**src/rtl/rv32_pkg.sv**
```systemverilog
// Shared RV32I encoding constants: instruction formats, encoder error codes and opcodes.
package rv32_pkg;

  typedef enum logic [2:0] {
    FMT_R = 3'd0,
    FMT_I = 3'd1,
    FMT_S = 3'd2,
    FMT_B = 3'd3,
    FMT_U = 3'd4,
    FMT_J = 3'd5
  } fmt_e;

  localparam logic [1:0] ERR_NONE  = 2'd0;
  localparam logic [1:0] ERR_RANGE = 2'd1;
  localparam logic [1:0] ERR_ALIGN = 2'd2;
  localparam logic [1:0] ERR_FMT   = 2'd3;

  localparam logic [6:0] OP_LUI    = 7'b0110111;
  localparam logic [6:0] OP_AUIPC  = 7'b0010111;
  localparam logic [6:0] OP_JAL    = 7'b1101111;
  localparam logic [6:0] OP_BRANCH = 7'b1100011;
  localparam logic [6:0] OP_STORE  = 7'b0100011;
  localparam logic [6:0] OP_OPIMM  = 7'b0010011;

endpackage

```
**src/rtl/imm_instr_encoder_if.sv**
```systemverilog
// Field-bundle input handshake and instruction-memory write port of the encoder.
// slave = encoder side; master = loader/memory side.
interface imm_instr_encoder_if #(
  parameter int ADDR_W = 10
);
  logic              in_valid;
  logic              in_ready;
  logic [2:0]        fmt;
  logic [6:0]        opcode;
  logic [4:0]        rd;
  logic [4:0]        rs1;
  logic [4:0]        rs2;
  logic [2:0]        funct3;
  logic [6:0]        funct7;
  logic [31:0]       imm;
  logic              wr_en;
  logic [ADDR_W-1:0] wr_addr;
  logic [31:0]       wr_data;
  logic              wr_ready;

  modport slave (
    input  in_valid, fmt, opcode, rd, rs1, rs2, funct3, funct7, imm, wr_ready,
    output in_ready, wr_en, wr_addr, wr_data
  );

  modport master (
    output in_valid, fmt, opcode, rd, rs1, rs2, funct3, funct7, imm, wr_ready,
    input  in_ready, wr_en, wr_addr, wr_data
  );
endinterface

```
**src/rtl/imm_field_packer.sv**
```systemverilog
// Combinational RV32I field packer: scatters the immediate per format and
// range/alignment-checks it (range takes precedence over alignment).
module imm_field_packer
  import rv32_pkg::*;
(
  input  logic [2:0]  i_fmt,
  input  logic [6:0]  i_opcode,
  input  logic [4:0]  i_rd,
  input  logic [4:0]  i_rs1,
  input  logic [4:0]  i_rs2,
  input  logic [2:0]  i_funct3,
  input  logic [6:0]  i_funct7,
  input  logic [31:0] i_imm,
  output logic [31:0] o_word,
  output logic [1:0]  o_err_code
);

  logic signed [31:0] w_imm_s;
  assign w_imm_s = i_imm;

  always_comb begin
    o_word     = '0;
    o_err_code = ERR_NONE;
    case (i_fmt)
      FMT_R: o_word = {i_funct7, i_rs2, i_rs1, i_funct3, i_rd, i_opcode};
      FMT_I: begin
        o_word = {i_imm[11:0], i_rs1, i_funct3, i_rd, i_opcode};
        if (w_imm_s < -32'sd2048 || w_imm_s > 32'sd2047) o_err_code = ERR_RANGE;
      end
      FMT_S: begin
        o_word = {i_imm[11:5], i_rs2, i_rs1, i_funct3, i_imm[4:0], i_opcode};
        if (w_imm_s < -32'sd2048 || w_imm_s > 32'sd2047) o_err_code = ERR_RANGE;
      end
      FMT_B: begin
        o_word = {i_imm[12], i_imm[10:5], i_rs2, i_rs1, i_funct3, i_imm[4:1], i_imm[11], i_opcode};
        if (w_imm_s < -32'sd4096 || w_imm_s > 32'sd4094) o_err_code = ERR_RANGE;
        else if (i_imm[0])                                o_err_code = ERR_ALIGN;
      end
      FMT_U: begin
        o_word = {i_imm[31:12], i_rd, i_opcode};
        if (i_imm[11:0] != 12'd0) o_err_code = ERR_RANGE;
      end
      FMT_J: begin
        o_word = {i_imm[20], i_imm[10:1], i_imm[11], i_imm[19:12], i_rd, i_opcode};
        if (w_imm_s < -32'sd1048576 || w_imm_s > 32'sd1048574) o_err_code = ERR_RANGE;
        else if (i_imm[0])                                      o_err_code = ERR_ALIGN;
      end
      default: o_err_code = ERR_FMT;
    endcase
  end

endmodule

```
**src/rtl/immediate_generator.sv**
```systemverilog
// Reference RV32I immediate decoder, used only when IMM_ENCODER_SELFCHECK_EN is defined
// (the whole module is compiled only in that build).
`ifdef IMM_ENCODER_SELFCHECK_EN
module immediate_generator
  import rv32_pkg::*;
(
  input  logic [31:0] instr,
  output logic [31:0] imm_extended
);

  always_comb begin
    imm_extended = '0;
    case (instr[6:0])
      OP_LUI, OP_AUIPC: imm_extended = {instr[31:12], 12'd0};
      OP_JAL:    imm_extended = {{12{instr[31]}}, instr[19:12], instr[20], instr[30:21], 1'b0};
      OP_BRANCH: imm_extended = {{20{instr[31]}}, instr[7], instr[30:25], instr[11:8], 1'b0};
      OP_STORE:  imm_extended = {{21{instr[31]}}, instr[30:25], instr[11:7]};
      default:   imm_extended = {{21{instr[31]}}, instr[30:20]};
    endcase
  end

endmodule
`endif

```
**src/rtl/imm_instr_encoder.sv**
```systemverilog
// Field-bundle to RV32I encoder with a one-deep output holding stage feeding an
// auto-incrementing memory write port. Optional self-check: IMM_ENCODER_SELFCHECK_EN.
module imm_instr_encoder
  import rv32_pkg::*;
#(
  parameter int ADDR_W    = 10,
  parameter int BASE_ADDR = 0
) (
  input  logic                 clk,
  input  logic                 rst,
  input  logic                 clr,
  imm_instr_encoder_if.slave   bus,
  output logic [ADDR_W:0]      count,
  output logic                 full,
  output logic                 err,
  output logic [1:0]           err_code,
  output logic                 selfcheck_err
);

  localparam logic [ADDR_W-1:0] LP_BASE = ADDR_W'(BASE_ADDR);
  localparam logic [ADDR_W-1:0] LP_LAST = '1;

  logic              r_wr_en;
  logic [ADDR_W-1:0] r_wr_addr;
  logic [31:0]       r_wr_data;
  logic [ADDR_W:0]   r_count;
  logic              r_full;
  logic              r_err;
  logic [1:0]        r_err_code;

  logic              w_in_ready;
  logic              w_accept;
  logic              w_done;
  logic [31:0]       w_pack_word;
  logic [1:0]        w_pack_err;

  imm_field_packer u_packer (
    .i_fmt      (bus.fmt),
    .i_opcode   (bus.opcode),
    .i_rd       (bus.rd),
    .i_rs1      (bus.rs1),
    .i_rs2      (bus.rs2),
    .i_funct3   (bus.funct3),
    .i_funct7   (bus.funct7),
    .i_imm      (bus.imm),
    .o_word     (w_pack_word),
    .o_err_code (w_pack_err)
  );

  // The holding stage can take a new bundle when empty or draining this cycle.
  assign w_in_ready = !r_full && (!r_wr_en || bus.wr_ready);
  assign w_accept   = bus.in_valid && w_in_ready;
  assign w_done     = r_wr_en && bus.wr_ready;

  always_ff @(posedge clk) begin
    if (rst || clr) begin
      r_wr_en    <= 1'b0;
      r_wr_addr  <= LP_BASE;
      r_wr_data  <= '0;
      r_count    <= '0;
      r_full     <= 1'b0;
      r_err      <= 1'b0;
      r_err_code <= ERR_NONE;
    end else begin
      if (w_done) begin
        r_wr_en <= 1'b0;
        r_count <= r_count + 1'b1;
        // Last address saturates into full instead of wrapping.
        if (r_wr_addr == LP_LAST) r_full <= 1'b1;
        else                      r_wr_addr <= r_wr_addr + 1'b1;
      end
      if (w_accept) begin
        if (w_pack_err != ERR_NONE) begin
          r_err <= 1'b1;
          if (!r_err) r_err_code <= w_pack_err;
        end else begin
          r_wr_en   <= 1'b1;
          r_wr_data <= w_pack_word;
        end
      end
    end
  end

  assign bus.in_ready = w_in_ready;
  assign bus.wr_en    = r_wr_en;
  assign bus.wr_addr  = r_wr_addr;
  assign bus.wr_data  = r_wr_data;
  assign count        = r_count;
  assign full         = r_full;
  assign err          = r_err;
  assign err_code     = r_err_code;

`ifdef IMM_ENCODER_SELFCHECK_EN
  logic [31:0] r_src_imm;
  logic        r_src_has_imm;
  logic        r_selfcheck_err;
  logic [31:0] w_dec_imm;

  immediate_generator u_imm_gen (
    .instr        (r_wr_data),
    .imm_extended (w_dec_imm)
  );

  always_ff @(posedge clk) begin
    if (rst || clr) begin
      r_src_imm       <= '0;
      r_src_has_imm   <= 1'b0;
      r_selfcheck_err <= 1'b0;
    end else begin
      if (w_accept && w_pack_err == ERR_NONE) begin
        r_src_imm     <= bus.imm;
        r_src_has_imm <= (bus.fmt != FMT_R);
      end
      if (r_wr_en && r_src_has_imm && w_dec_imm != r_src_imm) r_selfcheck_err <= 1'b1;
    end
  end

  assign selfcheck_err = r_selfcheck_err;
`else
  assign selfcheck_err = 1'b0;
`endif

endmodule

```
**src/flat_wrapper.sv**
```systemverilog
// flat-port wrapper written by rule: the top's interface ports become plain ports
module imm_instr_encoder_flat import rv32_pkg::*;
#(
  parameter int ADDR_W    = 10,
  parameter int BASE_ADDR = 0
)
  (clk, rst, clr, count, full, err, err_code, selfcheck_err, bus_in_valid, bus_fmt, bus_opcode, bus_rd, bus_rs1, bus_rs2, bus_funct3, bus_funct7, bus_imm, bus_wr_ready, bus_in_ready, bus_wr_en, bus_wr_addr, bus_wr_data);
  imm_instr_encoder_if #(.ADDR_W(ADDR_W)) bus_i ();
  input  logic clk;
  input  logic rst;
  input  logic clr;
  output logic [ADDR_W:0] count;
  output logic full;
  output logic err;
  output logic [1:0] err_code;
  output logic selfcheck_err;
  input wire logic [$bits(bus_i.in_valid)-1:0] bus_in_valid;
  input wire logic [$bits(bus_i.fmt)-1:0] bus_fmt;
  input wire logic [$bits(bus_i.opcode)-1:0] bus_opcode;
  input wire logic [$bits(bus_i.rd)-1:0] bus_rd;
  input wire logic [$bits(bus_i.rs1)-1:0] bus_rs1;
  input wire logic [$bits(bus_i.rs2)-1:0] bus_rs2;
  input wire logic [$bits(bus_i.funct3)-1:0] bus_funct3;
  input wire logic [$bits(bus_i.funct7)-1:0] bus_funct7;
  input wire logic [$bits(bus_i.imm)-1:0] bus_imm;
  input wire logic [$bits(bus_i.wr_ready)-1:0] bus_wr_ready;
  output wire logic [$bits(bus_i.in_ready)-1:0] bus_in_ready;
  output wire logic [$bits(bus_i.wr_en)-1:0] bus_wr_en;
  output wire logic [$bits(bus_i.wr_addr)-1:0] bus_wr_addr;
  output wire logic [$bits(bus_i.wr_data)-1:0] bus_wr_data;
  assign bus_i.in_valid = bus_in_valid;
  assign bus_i.fmt = bus_fmt;
  assign bus_i.opcode = bus_opcode;
  assign bus_i.rd = bus_rd;
  assign bus_i.rs1 = bus_rs1;
  assign bus_i.rs2 = bus_rs2;
  assign bus_i.funct3 = bus_funct3;
  assign bus_i.funct7 = bus_funct7;
  assign bus_i.imm = bus_imm;
  assign bus_i.wr_ready = bus_wr_ready;
  assign bus_in_ready = bus_i.in_ready;
  assign bus_wr_en = bus_i.wr_en;
  assign bus_wr_addr = bus_i.wr_addr;
  assign bus_wr_data = bus_i.wr_data;
  imm_instr_encoder #(.ADDR_W(ADDR_W), .BASE_ADDR(BASE_ADDR)) u_core (.clk(clk), .rst(rst), .clr(clr), .bus(bus_i), .count(count), .full(full), .err(err), .err_code(err_code), .selfcheck_err(selfcheck_err));
endmodule
```
**config.mk**
```make
export PLATFORM = sky130hd
export DESIGN_NAME = imm_instr_encoder_flat
export DESIGN_NICKNAME = d
export VERILOG_FILES = /design/src/rtl/rv32_pkg.sv /design/src/rtl/imm_instr_encoder_if.sv /design/src/rtl/imm_field_packer.sv /design/src/rtl/immediate_generator.sv /design/src/rtl/imm_instr_encoder.sv /design/src/flat_wrapper.sv
export SDC_FILE = /design/constraint.sdc
export NUM_CORES = 1
export LEC_CHECK = 0
export ABC_AREA = 1
export CAP_MARGIN = 20
export CORE_MARGIN = 8
export CORE_UTILIZATION = 28
export CTS_BUF_LIST = sky130_fd_sc_hd__clkbuf_4 sky130_fd_sc_hd__clkbuf_8
export CTS_CLUSTER_SIZE = 12
export DETAILED_ROUTE_END_ITERATION = 7
export GPL_TIMING_DRIVEN = 0
export SYNTH_ARGS = -nofsm -noshare
export SYNTH_HDL_FRONTEND = slang
export SYNTH_HIERARCHICAL = 1
export SYNTH_SLANG_ARGS = --single-unit
```
**constraint.sdc**
```tcl
create_clock -name clk -period 2.2 [get_ports clk]
set_input_delay 0.22 -clock clk [delete_from_list [all_inputs] [get_ports clk]]
set_output_delay 0.22 -clock clk [all_outputs]
set_load 0.02 [all_outputs]
```
---- After elaboration in Yosys (flattened, before gate mapping) ----
Cells that the tools add are included.
operators by class
  $add $sub $neg .......................... 2
  multiply operators ...................... 0
  divide/modulo/power cells ............... 0
  magnitude comparators ................... 6
  eq/ne operators ......................... 6
  shifts and indexed selects .............. 0
  muxes and demuxes ....................... 10
  bitwise logic cells ..................... 3
  reduce and logical (&&, ||, !) cells .... 19
operators by type and width
  cell                   number
  $pmux 32 s6            1
  $gt 32x12->1 const B   1
  $gt 32x13->1 const B   1
  $gt 32x21->1 const B   1
  $lt 32x12->1 const B   1
  $lt 32x13->1 const B   1
  $lt 32x21->1 const B   1
  $reduce_bool 12->1     1
  $add 11x1->11 const B  1
  $add 10x1->10 const B  1
  $eq 10x10->1 const B   1
  $pmux 2 s5             1
  $reduce_and 2->1       4
  $eq 3x2->1 const B     2
  $eq 3x3->1 const B     2
  $mux 2                 3
  $logic_or 1x1->1       5
  $mux 1                 5
  $eq 3x1->1 const B     1
  $logic_and 1x1->1      3
  $logic_not 3->1        1
  $not 1->1              3
  $reduce_and 3->1       1
  $logic_not 1->1        2
  2 further kinds        2
word-level totals
  register bits ........................... 58
  bits in latches ......................... 0
  bits in writable memories ............... 0
  ROM bits ................................ 0
  bits of input ports ..................... 72
  memories kept ........................... 0

---- Depth between registers and ports, before layout ----
Gate-level depths: netlist of run 1.
  depth after elaboration ................. 7
  depth in mapped cells ................... 16

---- By module ----
Netlist of run 1, hierarchy kept.
by module, submodules not included
  module             times used  cells an instance  area an instance (sq um)  seq. area each (sq um)
  imm_instr_encoder  1           344                2452.4                    1161.1
  imm_field_packer   1           203                929.6                     0.0

---- Worst setup path before layout of run 1 ----
Ideal clock, no wire load.
  kind .................................... input to register
  from .................................... in bus_imm[2]
  to ...................................... reg u_core.r_wr_data[28] (netlist: u_core/bus.wr_data[28])
  library setup time ...................... 0.116 ns
  data arrival time ....................... 1.627 ns
  required time ........................... 2.084 ns
  slack ................................... 0.458 ns
  stages on the path ...................... 16
  path buffers ............................ 1
  cell sequence ........................... nand2_1 > nor2_1 > nand2_1 > nor2_2 > nand2_1 > nand2_1 > nand3_1 > nand3_1 > nand3_1 > nor2_2 > inv_1 > nor2_4 > inv_2 > buf_2 > nor2_1 > nor2_1
between the ends
  longest elaborated chain between the ends .. 7
  elaborated cells on any way between the ends .. 18
  those cells by class .................... order compare: 6; mux: 5; bitwise: 1; reduce/logical: 6
RTL lines
  item                                  line                                            RTL
  start: declaration                    flat_wrapper.sv:25                              input wire logic [$bits(bus_i.imm)-1:0] bus_imm;
  $lt 32x21->1 (tied with other cells)  imm_field_packer.sv:45                          if (w_imm_s < -32'sd1048576 || w_imm_s > 32'sd1048574) o_err_code = ERR_RANGE;
  $logic_or 1x1->1 (on tied branches)   imm_field_packer.sv:45, imm_field_packer.sv:36
  $mux 2 (on tied branches)             imm_field_packer.sv:45, imm_field_packer.sv:36
  $pmux 2 s5 *                          imm_field_packer.sv:24                          case (i_fmt)
  named net u_core.w_pack_err[1]        imm_instr_encoder.sv:35                         logic [1:0] w_pack_err;
  $reduce_bool 2->1 *                   imm_instr_encoder.sv:73                         if (w_pack_err != ERR_NONE) begin
  $not 1->1 (no source line) *          -
  $reduce_and 2->1 (no source line) *   -
  end signal: assignment                imm_instr_encoder.sv:78                         r_wr_data <= w_pack_word;
  end: declaration                      imm_instr_encoder.sv:25                         logic [31:0] r_wr_data;
The timed path passes the listed nets; every way through them passes the cells marked *.
A chain may end at the register's enable or synchronous reset.

---- Worst setup path in the final report of run 1 ----
  from .................................... in bus_imm[12]
  to ...................................... reg u_core.r_wr_data[27] (netlist: u_core/bus.wr_data[27])
between the ends
  longest elaborated chain between the ends .. 7
  elaborated cells on any way between the ends .. 16
  those cells by class .................... order compare: 6; mux: 4; bitwise: 1; reduce/logical: 5
RTL lines
  item                                  line
  $lt 32x21->1 (tied with other cells)  imm_field_packer.sv:45
  $logic_or 1x1->1 (on tied branches)   -
  $mux 2 (tied with other cells)        imm_field_packer.sv:45
  $pmux 2 s5 *                          imm_field_packer.sv:24
  named net u_core.w_pack_err[0]        imm_instr_encoder.sv:35
  $reduce_bool 2->1 *                   imm_instr_encoder.sv:73
  $not 1->1 (no source line) *          -
  $reduce_and 2->1 (no source line) *   -
Marks and branches as above.

==> parameters.txt, run 1 <==
Parameter                              Value

Timing
  Count of pins over their slew limit ... 0
  Part of the cycle the worst path needs ... 93.2%
  Number of failing hold endpoints at the final stage ... 0
  Max frequency ... 488 MHz
  Largest clock skew in the final design ... 0.0107 ns
  Final TNS setup ... 0 ns
  Fin crit period ... 2.05 ns
  Final count of negative-setup-slack endpoints ... 0
  Slack of the critical path ... 0.149 ns

Layout
  Core occupancy in the finished layout ... 45.3%
  Area growth from synthesis to final layout ... 59.6%
  Total number of nets in the final design ... 774
  Share of cells above drive strength 1 ... 13.3%
  Final Instance Area ... 5400 um^2
  Leading cell type in the layout, fill and taps excluded ... nor2_1
  Most frequent cells in the layout ... 133 x nor2_1, 107 x nand2_1, 96 x clkdlybuf4s50_1, 58 x dfxtp_1, 56 x inv_1

Worst setup path
  Required time of the critical path ... 2.43 ns
  Depth of the most critical reg-to-reg path ... 7
  Kind of start point of the critical path ... input port
  Delay of the slowest critical-path stage ... 0.31 ns
  WS Path Type ... input port to flip-flop
  Crit Reg-Reg Startpoint ... u_core/bus.wr_addr[0]
  Critical Path Most Common Cell ... nor2_4
  Master of the slowest instance on the critical path ... clkdlybuf4s15_1
  Worst path cell trace ... clkdlybuf4s15_1 -> nand4_1 -> nor2_4 -> nand2_2 -> nand2_1 -> nand2_1 -> a21oi_2 -> nand3_2 -> nor2_4 -> inv_2 -> nor2_4 -> clkinv_4 -> clkbuf_16 -> nor2_1 -> nor2_1
  Delay-heaviest family, CP ... simple AND/OR/NAND/NOR gates
  Stages on worst setup path ... 15
  Crit path from ... bus_imm[12]
  Buffers plus inverters on the worst setup path ... 4
  Data arrival at the endpoint of the critical path ... 2.29 ns
  Critical path fanouts, max ... 5
  Nature of the critical path endpoint ... flip-flop

Drt
  Vias ... 4,054
  Average vias per placed instance ... 4.75
  Number of nets with antenna violations after routing ... 0
  Mean routed wirelength per cell ... 15.2 um
  Number of remaining DRC errors ... 0
  Number of DRC markers in iteration 0 ... 262
  WL final ... 12,900 um
  TritonRoute pass-1 iters ... 5

Die
  Count of pins on the block boundary ... 132
  Starting utilization of the core area ... 28.4%
  Die Outline Area ... 15,900 um^2
  Die Y ... 126 um
  Die width ... 126 um
  Placeable core region ... 11,900 um^2
  # rows ... 40

Placed design
  Post-DP HPWL ... 10,000 um
  Post-placement worst setup slack ... -0.564 ns
  IO Port Bufs ... 130
  Final weighted congestion in routability-driven placement ... 0.905
  Placed inst area ... 4870 um^2

CTS
  Clock latency reported for the late side of the worst-skew pair ... 0.34 ns
  Post-cts hold buffer count ... 0
  Buffers from clock root to sink, at most ... 2
  CTS tree ... done
  Number of H-tree levels ... 3
  Clock sink total ... 58
  Clock slew seen by the registers of the worst setup and hold paths ... 0.07 ns
  Total clock buffers created by CTS ... 9
  Clock root buffer master ... clkbuf_8

Power
  Peak VDD IR ... 0.000212 V
  Total Power ... 2.54 mW
  Leakage ... 2.48 nW
  Power Dens Cells ... 471 nW/um^2

Logic synthesis
  Number of flops mapped to enable cells by yosys ... 0
  Net count after synthesis ... 621
  Flip-flop and latch count after synthesis ... 58
  Portion of the post-synthesis area used by sequential elements ... 34.3%
  Share of synthesized flip-flops with an asynchronous set or reset ... 0%
  Synthesized instance count ... 547
  Average size of a mapped cell ... 6.18 um^2
  Distinct cells, synth ... 34
  Main synth FF type ... dfxtp_1
  Yosys warning total ... 6
  Synth Cell Area ... 3380 um^2

Worst hold path
  Hold Crit Class ... input port to flip-flop
  Worst hold path startpoint ... bus_imm[18]
  Cell depth of the worst hold path ... 5

Status
  Status ... finished, final reports clean

Global route
  Wire length of the first global-routing pass ... 20,000 um
  Total gr overflow ... 0
  Total routing resource utilization after global routing ... 15.6%
  Vias in the first global route ... 4,070
  Number of antenna violations at the first check in global routing ... 1
  Maximum number of pins on one net before global-route repair ... 12

Run
  Number of max-capacitance violations reported ... 0
-- cell families (layout without fill, tap and decap cells) --
kind of cell	Yosys count	in the layout	synth area share, %
AO/OA/AOI/OAI	67	67	11.9
XOR/XNOR	1	1	0.259
adder cells (fa/ha/maj)	2	2	0.740
buffers and inverters	85	243	10.4
flip-flops	58	58	34.3
other	1	2	0.111
AND/OR/NAND/NOR	333	333	42.3
-- stage by stage --
| step | instances | hold slack, ns |
|---|---|---|
| floorplan | 547 | 0.384 |
| global placement | 824 | 0.481 |
| detailed placement | 824 | 0.495 |
| CTS | 841 | 0.457 |
| global route | 853 | 0.344 |
| finish | 853 | 0.317 |
-- cell type report --
type	instances	area [um^2]
Clock buffer	10	138
Clock inverter	6	42.5
Timing Repair inverter	1	5.00
Buffer	15	140
Tap cell	147	184
Sequential cell	58	1160
Multi-Input combinational cell	404	1960
Inverter	70	268
Timing Repair Buffer	141	1490
Antenna cell	1	2.50
Fill cell	1249	6520
-- path summary, 6_finish.rpt --
| check | endpoint | slack, ns |
|---|---|---|
| min | u_core/bus.wr_data[18] | 0.32 |
| max reg2reg | u_core/bus.wr_addr[5] | 0.70 |
| max | u_core/bus.wr_data[27] | 0.15 |
| min reg2reg | u_core/bus.wr_data[3] | 0.50 |
-- cells in the mapped netlist, types with 2 or more instances --
library cell	instances	area share [%]
inv_2	11	1.2
a22o_1	4	1.0
ha_1	2	0.74
nor2_1	146	16
nor3b_1	3	0.67
nand3_2	2	0.59
nand4_1	13	2.4
nor2_2	6	1.1
o22ai_1	4	0.74
buf_2	8	1.2
inv_1	59	6.5
nor2_4	4	1.3
buf_4	3	0.67
o21ai_1	7	1.0
nor3_1	7	1.0
nand2_1	110	12
dfxtp_1	58	34
a21oi_1	9	1.3
o221ai_1	6	1.6
clkbuf_1	2	0.22
o211ai_1	3	0.67
nand2_2	2	0.37
o21ai_0	29	4.3
nand3_1	38	5.6
o21bai_1	2	0.44
-- power by group --
group	switching (mW)	total (mW)	internal [mW]
Sequential	0.0135	1.09	1.07
Clock	0.474	0.913	0.438
Combinational	0.280	0.543	0.263
Total	0.768	2.54	1.77
-- registers in the layout, indices dropped and copies added, names as in the netlist --
signal,count
u_core/count,11
u_core/err_code,2
u_core/err,1
u_core/bus.wr_en,1
u_core/bus.wr_data,32
u_core/bus.wr_addr,10
u_core/full,1
-- worst reg2reg max path, stage by stage, from the launching register on --
cell	delay, ns
dfxtp_1	0.46
ha_1	0.21
nand2_1	0.12
nor2_4	0.15
nand3_4	0.12
buf_6	0.16
a21oi_1	0.14
nor2_1	0.06
-- per-layer routing --
layer / GRT usage (%) / vias to the layer above / wire (um)
met5: 0 / - / 0
met4: 5.17 / 0 / 170
met3: 6.37 / 17 / 1100
met2: 25.5 / 142 / 6010
met1: 18.2 / 1840 / 5670
li1: - / 2055 / -
-- what timing repair did --
item                       CTS  global route
pin swaps                    3            11
gates cloned                 0             4
setup buffers                1             7
gates resized for setup     15            75
setup endpoints to repair   31            33
No activity file was read; power rests on OpenSTA's default activity.
==> run 2: changes to the inputs <==
- ABC_CLOCK_PERIOD_IN_PS: unset -> 2500
- clock period: 2.2 -> 2.5 ns (I/O delays scaled with it)
==> run 2 against run 1 <==
Net effect: cell count decreased by 1.3%; global-route usage about the same; final area is 5.1% lower; count of clock-buffer cells in the layout did not move; sequential share of layout area increased by 1.1 points; worst hold slack improved by 0.080 ns; setup slack improved by 0.081 ns; via count shrank 2.0%; power decreased by 14%; register-to-register slack better by 0.29 ns.
==> parameters.txt, run 2 (same netlist as run 1, synthesis figures left out) <==
Parameter                              Value

Power
  Power Dens Cells ... 427 nW/um^2
  Total Power ... 2.19 mW
  Peak VDD IR ... 0.000193 V
  Leakage ... 2.22 nW

CTS
  Clock latency reported for the late side of the worst-skew pair ... 0.34 ns
  Number of H-tree levels ... 3
  Total clock buffers created by CTS ... 9
  Clock slew seen by the registers of the worst setup and hold paths ... 0.07 ns
  Buffers from clock root to sink, at most ... 2
  Clock root buffer master ... clkbuf_8
  Clock sink total ... 58
  CTS tree ... done

Global route
  Wire length of the first global-routing pass ... 20,000 um
  Vias in the first global route ... 4,051
  Number of antenna violations at the first check in global routing ... 0
  Maximum number of pins on one net before global-route repair ... 12
  Total routing resource utilization after global routing ... 15.6%
  Total gr overflow ... 0

Die
  Die Y ... 126 um
  Starting utilization of the core area ... 28.4%
  Placeable core region ... 11,900 um^2
  Die width ... 126 um
  Die Outline Area ... 15,900 um^2
  # rows ... 40
  Count of pins on the block boundary ... 132

Timing
  Largest clock skew in the final design ... 0.0126 ns
  Count of pins over their slew limit ... 0
  Final count of negative-setup-slack endpoints ... 0
  Number of failing hold endpoints at the final stage ... 0
  Max frequency ... 440 MHz
  Final TNS setup ... 0 ns
  Part of the cycle the worst path needs ... 90.8%
  Fin crit period ... 2.27 ns

Worst setup path
  Required time of the critical path ... 2.73 ns
  Data arrival at the endpoint of the critical path ... 2.50 ns
  Nature of the critical path endpoint ... flip-flop
  Delay of the slowest critical-path stage ... 0.56 ns
  Flop2flop setup slack ... 0.99 ns
  WS Path Type ... input port to flip-flop
  Worst path cell trace ... clkdlybuf4s50_1 -> inv_2 -> buf_2 -> nand3_1 -> o21ai_1 -> a21oi_2 -> nand3_2 -> nor2_4 -> inv_1 -> nor2_4 -> inv_2 -> buf_4 -> nor2_1 -> nor2_1
  Critical path fanouts, max ... 10
  Kind of start point of the critical path ... input port
  Master of the slowest instance on the critical path ... clkdlybuf4s50_1

Run
  Number of max-capacitance violations reported ... 0

Layout
  Number of filler cells placed in the layout ... 1,263
  Flip-flop count of the largest register, all copies and words added ... 32
  Core occupancy in the finished layout ... 43.0%
  Most frequent cells in the layout ... 144 x nor2_1, 121 x clkdlybuf4s50_1, 110 x nand2_1, 59 x inv_1, 58 x dfxtp_1
  Final Instance Area ... 5120 um^2
  Share of cells above drive strength 1 ... 8.92%
  Leading cell type in the layout, fill and taps excluded ... nor2_1
  Area growth from synthesis to final layout ... 51.5%
  Final antenna diode count ... 0
  Total number of nets in the final design ... 764

Drt
  Number of nets with antenna violations after routing ... 0
  TritonRoute pass-1 iters ... 5
  WL final ... 12,500 um
  Vias ... 3,973
  Number of DRC markers in iteration 0 ... 268
  Number of remaining DRC errors ... 0
  Average vias per placed instance ... 4.72
  Mean routed wirelength per cell ... 14.9 um

Placed design
  Final weighted congestion in routability-driven placement ... 0.905
  Post-DP HPWL ... 10,000 um
  IO Port Bufs ... 130
  Placed inst area ... 4870 um^2

Status
  Status ... finished, final reports clean

Worst hold path
  Hold Crit Class ... input port to flip-flop
==> run 2: path summary, 6_finish.rpt <==
path                                       startpoint                      to  cells after the start
worst min-delay path                      bus_imm[30]  u_core/bus.wr_data[30]                      5
worst min register to register  u_core/bus.wr_data[3]   u_core/bus.wr_data[3]                      2
worst max-delay path                       bus_fmt[2]  u_core/bus.wr_data[29]                     14
worst max register to register  u_core/bus.wr_addr[0]   u_core/bus.wr_addr[5]                      7
==> run 2: what timing repair did <==
action,4_1_cts,5_1_grt
setup buffers,0,2
resized for setup,0,23
hold buffers,0,0
setup endpoints to repair,0,32
==> run 2: critical path: cells and delay by family <==
family | cells | cell delay, ns
simple gates | 6 | 0.74
compound gates | 2 | 0.27
buf+inv | 6 | 1.23
==> run 2: layer usage <==
layer / global-route usage (%) / vias up / share of wire (%)
met2: 25.5 / 138 / 46
met1: 18.2 / 1794 / 44
met5: 0 / - / 0
met4: 4.95 / 0 / 1.1
li1: - / 2028 / -
met3: 6.24 / 13 / 8.8
==> run 2: final cells by class <==
| cell class | instances | area (um^2) | share of cell area, % |
|---|---|---|---|
| plain buffers | 15 | 103 | 2.00 |
| clock buffers | 10 | 138 | 2.69 |
| clock inverters | 6 | 42.5 | 0.830 |
| inverters | 70 | 263 | 5.13 |
| multi-input cells | 404 | 1890 | 37.0 |
| flip-flops and latches | 58 | 1160 | 22.7 |
| well taps | 147 | 184 | 3.59 |
| repair buffers | 132 | 1340 | 26.1 |
==> run 2: report_power, final <==
group | leakage (nW) | internal (mW) | switching [mW]
Combinational | 1.66 | 0.208 | 0.229
Sequential | 0.469 | 0.944 | 0.0117
Clock | 0.0882 | 0.386 | 0.413
Total | 2.22 | 1.54 | 0.653
==> run 2: per-stage QoR <==
stage                     worst slack [ns]  cells  hold WS (ns)
final                                0.229    842         0.398
after global placement              -0.273    824         0.481
after global routing               -0.0442    842         0.459
after floorplan                      0.728    547         0.414
after CTS                           0.0719    840         0.510
after detailed placement            -0.294    824         0.495
